$ cat src/rtl/pipe_pkg.sv
// pipe_pkg: shared widths, control bit indices and occupancy encoding for pipe_stage_skid.
package pipe_pkg;
   localparam int DATA_W_DEF    = 32;
   localparam int RD_W_DEF      = 5;
   localparam int CTRL_W_DEF    = 2;
   localparam int CNT_W_DEF     = 16;
   localparam int CTRL_REGWRITE = 0;
   localparam int CTRL_MEMTOREG = 1;
   typedef enum logic [1:0] {
      ST_EMPTY = 2'b00,
      ST_ONE   = 2'b01,
      ST_FULL  = 2'b11
   } state_e;
endpackage

$ cat src/rtl/pipe_slot.sv
// pipe_slot: one payload register with valid flag; clear drops valid and control bits, data stays stale.
module pipe_slot
   import pipe_pkg::*;
#(
   parameter int DATA_W = DATA_W_DEF,
   parameter int RD_W   = RD_W_DEF,
   parameter int CTRL_W = CTRL_W_DEF
) (
   input  logic              clk_i,
   input  logic              rst_i,
   input  logic              load,
   input  logic              clear,
   input  logic [DATA_W-1:0] d_alu,
   input  logic [DATA_W-1:0] d_rd_data,
   input  logic [RD_W-1:0]   d_rd_addr,
   input  logic [CTRL_W-1:0] d_ctrl,
   output logic              valid,
   output logic [DATA_W-1:0] q_alu,
   output logic [DATA_W-1:0] q_rd_data,
   output logic [RD_W-1:0]   q_rd_addr,
   output logic [CTRL_W-1:0] q_ctrl
);
   always_ff @(posedge clk_i)
      if (rst_i) begin
         valid     <= 1'b0;
         q_alu     <= '0;
         q_rd_data <= '0;
         q_rd_addr <= '0;
         q_ctrl    <= '0;
      end else if (clear) begin
         valid  <= 1'b0;
         q_ctrl <= '0;
      end else if (load) begin
         valid     <= 1'b1;
         q_alu     <= d_alu;
         q_rd_data <= d_rd_data;
         q_rd_addr <= d_rd_addr;
         q_ctrl    <= d_ctrl;
      end
endmodule

$ cat src/rtl/pipe_stage_skid.sv
// pipe_stage_skid: valid/ready pipeline stage register with optional skid entry, flush, forwarding tap and stall counter.
module pipe_stage_skid
   import pipe_pkg::*;
#(
   parameter int DATA_W = DATA_W_DEF,
   parameter int RD_W   = RD_W_DEF,
   parameter int CTRL_W = CTRL_W_DEF,
   parameter int SKID   = 1,
   parameter int CNT_W  = CNT_W_DEF
) (
   input  logic              clk_i,
   input  logic              rst_i,
   input  logic              flush_i,
   input  logic              valid_i,
   output logic              ready_o,
   input  logic [DATA_W-1:0] alu_result_i,
   input  logic [DATA_W-1:0] rd_data_i,
   input  logic [RD_W-1:0]   rd_addr_i,
   input  logic [CTRL_W-1:0] ctrl_i,
   output logic              valid_o,
   input  logic              ready_i,
   output logic [DATA_W-1:0] alu_result_o,
   output logic [DATA_W-1:0] rd_data_o,
   output logic [RD_W-1:0]   rd_addr_o,
   output logic [CTRL_W-1:0] ctrl_o,
   output logic              fwd_valid_o,
   output logic [RD_W-1:0]   fwd_addr_o,
   output logic [DATA_W-1:0] fwd_data_o,
   output logic [CNT_W-1:0]  stall_cnt_o
);
   logic              main_v, main_ld, main_clr, skid_v;
   logic [DATA_W-1:0] main_alu, main_rd, skid_alu, skid_rd;
   logic [RD_W-1:0]   main_addr, skid_addr;
   logic [CTRL_W-1:0] main_ctrl, skid_ctrl;
   logic [CNT_W-1:0]  cnt;
   generate
      if (SKID != 0) begin : g_skid
         state_e st;
         logic   skid_ld, skid_clr;
         assign st       = state_e'({skid_v, main_v});
         assign ready_o  = !skid_v;
         // A full stage refills main from skid; otherwise main takes the input when empty or draining.
         assign main_ld  = st == ST_FULL ? ready_i : valid_i & (st == ST_EMPTY | ready_i);
         assign main_clr = flush_i | (st == ST_ONE & !valid_i & ready_i);
         assign skid_ld  = st == ST_ONE & valid_i & !ready_i;
         assign skid_clr = flush_i | (st == ST_FULL & ready_i);
         pipe_slot #(.DATA_W(DATA_W), .RD_W(RD_W), .CTRL_W(CTRL_W)) u_skid (
            .clk_i     (clk_i),
            .rst_i     (rst_i),
            .load      (skid_ld),
            .clear     (skid_clr),
            .d_alu     (alu_result_i),
            .d_rd_data (rd_data_i),
            .d_rd_addr (rd_addr_i),
            .d_ctrl    (ctrl_i),
            .valid     (skid_v),
            .q_alu     (skid_alu),
            .q_rd_data (skid_rd),
            .q_rd_addr (skid_addr),
            .q_ctrl    (skid_ctrl)
         );
      end else begin : g_reg
         assign ready_o   = ready_i | !main_v;
         assign main_ld   = valid_i & ready_o;
         assign main_clr  = flush_i | (main_v & ready_i & !valid_i);
         assign skid_v    = 1'b0;
         assign skid_alu  = '0;
         assign skid_rd   = '0;
         assign skid_addr = '0;
         assign skid_ctrl = '0;
      end
   endgenerate
   pipe_slot #(.DATA_W(DATA_W), .RD_W(RD_W), .CTRL_W(CTRL_W)) u_main (
      .clk_i     (clk_i),
      .rst_i     (rst_i),
      .load      (main_ld),
      .clear     (main_clr),
      .d_alu     (skid_v ? skid_alu : alu_result_i),
      .d_rd_data (skid_v ? skid_rd : rd_data_i),
      .d_rd_addr (skid_v ? skid_addr : rd_addr_i),
      .d_ctrl    (skid_v ? skid_ctrl : ctrl_i),
      .valid     (main_v),
      .q_alu     (main_alu),
      .q_rd_data (main_rd),
      .q_rd_addr (main_addr),
      .q_ctrl    (main_ctrl)
   );
   always_ff @(posedge clk_i)
      if (rst_i)
         cnt <= '0;
      else if (valid_o & !ready_i & ~&cnt)
         cnt <= cnt + 1'b1;
   assign valid_o      = main_v;
   assign alu_result_o = main_alu;
   assign rd_data_o    = main_rd;
   assign rd_addr_o    = main_addr;
   assign ctrl_o       = main_v ? main_ctrl : '0;
   assign fwd_valid_o  = valid_o & ctrl_o[CTRL_REGWRITE] & |rd_addr_o;
   assign fwd_addr_o   = rd_addr_o;
   assign fwd_data_o   = ctrl_o[CTRL_MEMTOREG] ? rd_data_o : alu_result_o;
   assign stall_cnt_o  = cnt;
endmodule
$ cat config.mk
export PLATFORM = sky130hd
export DESIGN_NAME = pipe_stage_skid
export DESIGN_NICKNAME = d
export VERILOG_FILES = /design/src/rtl/pipe_pkg.sv /design/src/rtl/pipe_slot.sv /design/src/rtl/pipe_stage_skid.sv
export SDC_FILE = /design/constraint.sdc
export NUM_CORES = 1
export LEC_CHECK = 0
export ABC_AREA = 1
export CAP_MARGIN = 10
export CORE_MARGIN = 2
export CORE_UTILIZATION = 35
export DETAILED_ROUTE_END_ITERATION = 8
export DONT_BUFFER_PORTS = 1
export PLACE_DENSITY_LB_ADDON = 0.2
export SETUP_SLACK_MARGIN = 0.4
export SYNTH_ARGS = -nofsm -noshare
export SYNTH_HDL_FRONTEND = slang
export SYNTH_SLANG_ARGS = --single-unit
$ cat constraint.sdc
create_clock -name clk_i -period 1.6 [get_ports clk_i]
set_input_delay 0.24 -clock clk_i [delete_from_list [all_inputs] [get_ports clk_i]]
set_output_delay 0.24 -clock clk_i [all_outputs]
set_load 0.02 [all_outputs]
==> flow_summary.yaml <==
route:
  dr_total_vias: 7168
  drt_wl_total_mm: 26.3
  drc_errors: 0
  first_iter_violations: 383
  wl_per_cell_um: 18.1
  ant_nets: 0
  first_pass_iters: 7
  vias_per_cell: 4.94
status:
  outcome: "complete, but fails checks"
  violations: "setup timing"
power:
  leakagePower_nw: 4.58
  irDropWorstVdd_mv: 0.704
  cellPowerDensity_nw_per_um2: 925
clock_tree:
  clkSinkCount: 160
  cts-root-buf: "clkbuf_16"
  cts_buffer_depth: 2
  clkLatencyLatePin_ns: 0.43
  cts_tree: "built"
  htreeDepth: 4
  path_clk_slew_ns: 0.07
  cts_inserted_buffers: 17
floorplan:
  ios: 203
  die_area_um2: 22000
  rows: 52
  core_region_area_um2: 20300
  die_h_um: 148
  start_util: 0.359
  dieWidth_um: 148
global_routing:
  gr-total-overflow: 0
  grt_util_all_layers: 0.235
  grt_pass1_wl_mm: 39.8
  antenna_found_initial: 0
  grt_pass1_vias: 6794
  grt_max_degree: 73
yosys:
  ys_ff_latch: 160
  synth_top_area_share: 0.440
  synth_nets: 1130
  netlist_area_um2: 7280
  seq_area_frac_synth: 0.440
  yosysTopAreaCell: "dfxtp_1"
  syn_avg_cell_area_um2: 6.92
  ys_types: 25
  ys_warn_count: 0
  synth_area_leaders: "dfxtp_1 44%, nand2_1 13%, nor2_1 12%"
  synthCells: 1053
timing:
  clock.fmax_mhz: 576
  fin_skew_ns: 0.00851
  grt_setup_unrepaired: "true"
  slew_headroom: 0.650
  setup-violations-final: 90
  post-route-min-period_ns: 1.74
  final_hold_viol_count: 0
  timing.final.crit_share: 1.08
  max_slew.worst_pin.slew_ns: 0.525
  setup_ws_ns: -0.135
  drv_slew: 0
placed_design:
  gp_congestion: 0.780
  dp_cells: 1302
  pre_cts_slack_ns: 0.0866
  dp_hpwl_mm: 14.5
  port_buffers: 0
hold_path:
  hp-class: "in -> reg"
critical_path:
  critPathArrivalTime_ns: 1.50
  path_delay_family: "buffers and inverters"
  path_class: "reg -> out"
  slowest_delay_ns: 0.35
  crit_buf_inv: 3
  critPathSlowestCell: "dfxtp_4"
  path_cells: "buf_6 -> nand2_8 -> buf_12 -> buf_16 -> o21ai_4"
  crit_path_end_kind: "primary output"
  crit_fanout: 8
  cp.required_ns: 1.36
  critPathLaunchType: "register"
layout:
  drive_gt1_frac: 0.249
  post-route-util: 0.533
  antenna_cells: 0
  final_nets: 1246
  syn2layout_area_growth_pct: 48.7
  final_cell_count_no_fill: 1452
flow_run:
  maxCapViolCount: 0
cells in the mapped netlist:
library cell  count
o21ai_4           1
dfxtp_1         160
clkbuf_1         35
ha_1              1
inv_1            56
nor2_2            9
buf_6             6
o21ai_2           1
nand3_4           1
buf_4             7
o21ai_0         129
a21oi_1          45
o21ai_1          11
nor2_4            3
nand3_1          22
nor2_1          234
mux2i_1          36
nand2_1         250
nand4_1           5
nor3_1            2
a21boi_0          1
inv_2             6
buf_1             5
buf_2            18
a21oi_2           9
metrics by stage:
step	TNS (ns)	area, µm²	total power (W)	hold WS [ns]
after detailed placement	0	8260	0.00541	0.376
after global placement	0	8260	0.00541	0.372
after CTS	-6.93	10600	0.0100	0.000102
final	-5.02	10800	0.0100	0.00310
after global routing	-11.40	10800	0.0104	0.0164
after floorplan	0	7940	0.00518	0.368
state kept, by name, summed over array words and instances, names as in the netlist, 5 cells and up:
signal	flops
g_skid.u_skid.q_alu	32
g_skid.u_skid.q_rd_addr	5
g_skid.u_skid.q_rd_data	32
stall_cnt_o	16
u_main.q_alu	32
u_main.q_rd_addr	5
u_main.q_rd_data	32
cell usage in the layout (no fill, tap or decap), drive strengths merged:
cell type    instances
inv                 64
clkinvlp             3
nand4                5
mux2i               36
dlygate4sd3         69
nor2               246
nand2              250
buf                 89
dfxtp              160
clkbuf              24
clkinv               3
bufbuf               9
nor3                 2
a21oi               54
a21boi               1
nand3               23
bufinv               1
ha                   1
o21ai              142
area by class of cell:
| type | count | area, µm² |
|---|---|---|
| Clock inverter | 9 | 92.6 |
| Inverter | 62 | 260 |
| Sequential cell | 160 | 3250 |
| Fill cell | 1904 | 9470 |
| Tap cell | 270 | 338 |
| Clock buffer | 23 | 522 |
| Timing Repair Buffer | 168 | 2240 |
| Multi-Input combinational cell | 760 | 4120 |
worst paths after layout:
| kind | startpoint | depth (start not counted) | to | slack, ns |
|---|---|---|---|---|
| max | u_main.valid | 5 | fwd_data_o[16] | -0.14 |
| min | rst_i | 3 | g_skid.u_skid.q_ctrl[0] | 0.003 |
| max reg2reg | u_main.valid | 9 | u_main.q_alu[14] | -0.09 |
| min reg2reg | g_skid.u_skid.q_ctrl[1] | 2 | g_skid.u_skid.q_ctrl[1] | 0.45 |
what timing repair did:
action                     CTS  global route
gates cloned                20             2
hold buffers                69             0
resized for setup           91            66
buffers inserted            19             8
pin swaps                   16            13
setup endpoints to repair  202           227
hold endpoints to repair    69             0
worst min-delay path, stage by stage:
cell and delay [ns]:
nor2_1 0.04, o21ai_0 0.07, a21oi_1 0.04
layer usage:
layer  routed length [µm]  vias up  global-route usage
met4                  496        0              0.0705
met2                11900      214               0.363
met1                12200     3347               0.321
met5                    0        -                   0
li1                     -     3577                   -
met3                 1660       30              0.0620
report_power, final:
group / internal, W / leakage [nW] / switching, W
Sequential: 0.00413 / 1.32 / 0.000265
Combinational: 0.000622 / 2.97 / 0.000750
Clock: 0.00248 / 0.292 / 0.00177
Total: 0.00723 / 4.58 / 0.00279
cells by family after synthesis:
family / count (synthesis) / share of synthesized area
simple gates: 526 / 0.285
compound gates: 197 / 0.142
flops: 160 / 0.440
buf+inv: 133 / 0.0814
mux: 36 / 0.0495
fa+ha+maj: 1 / 0.00172
Power figures use the tool's default switching activity.
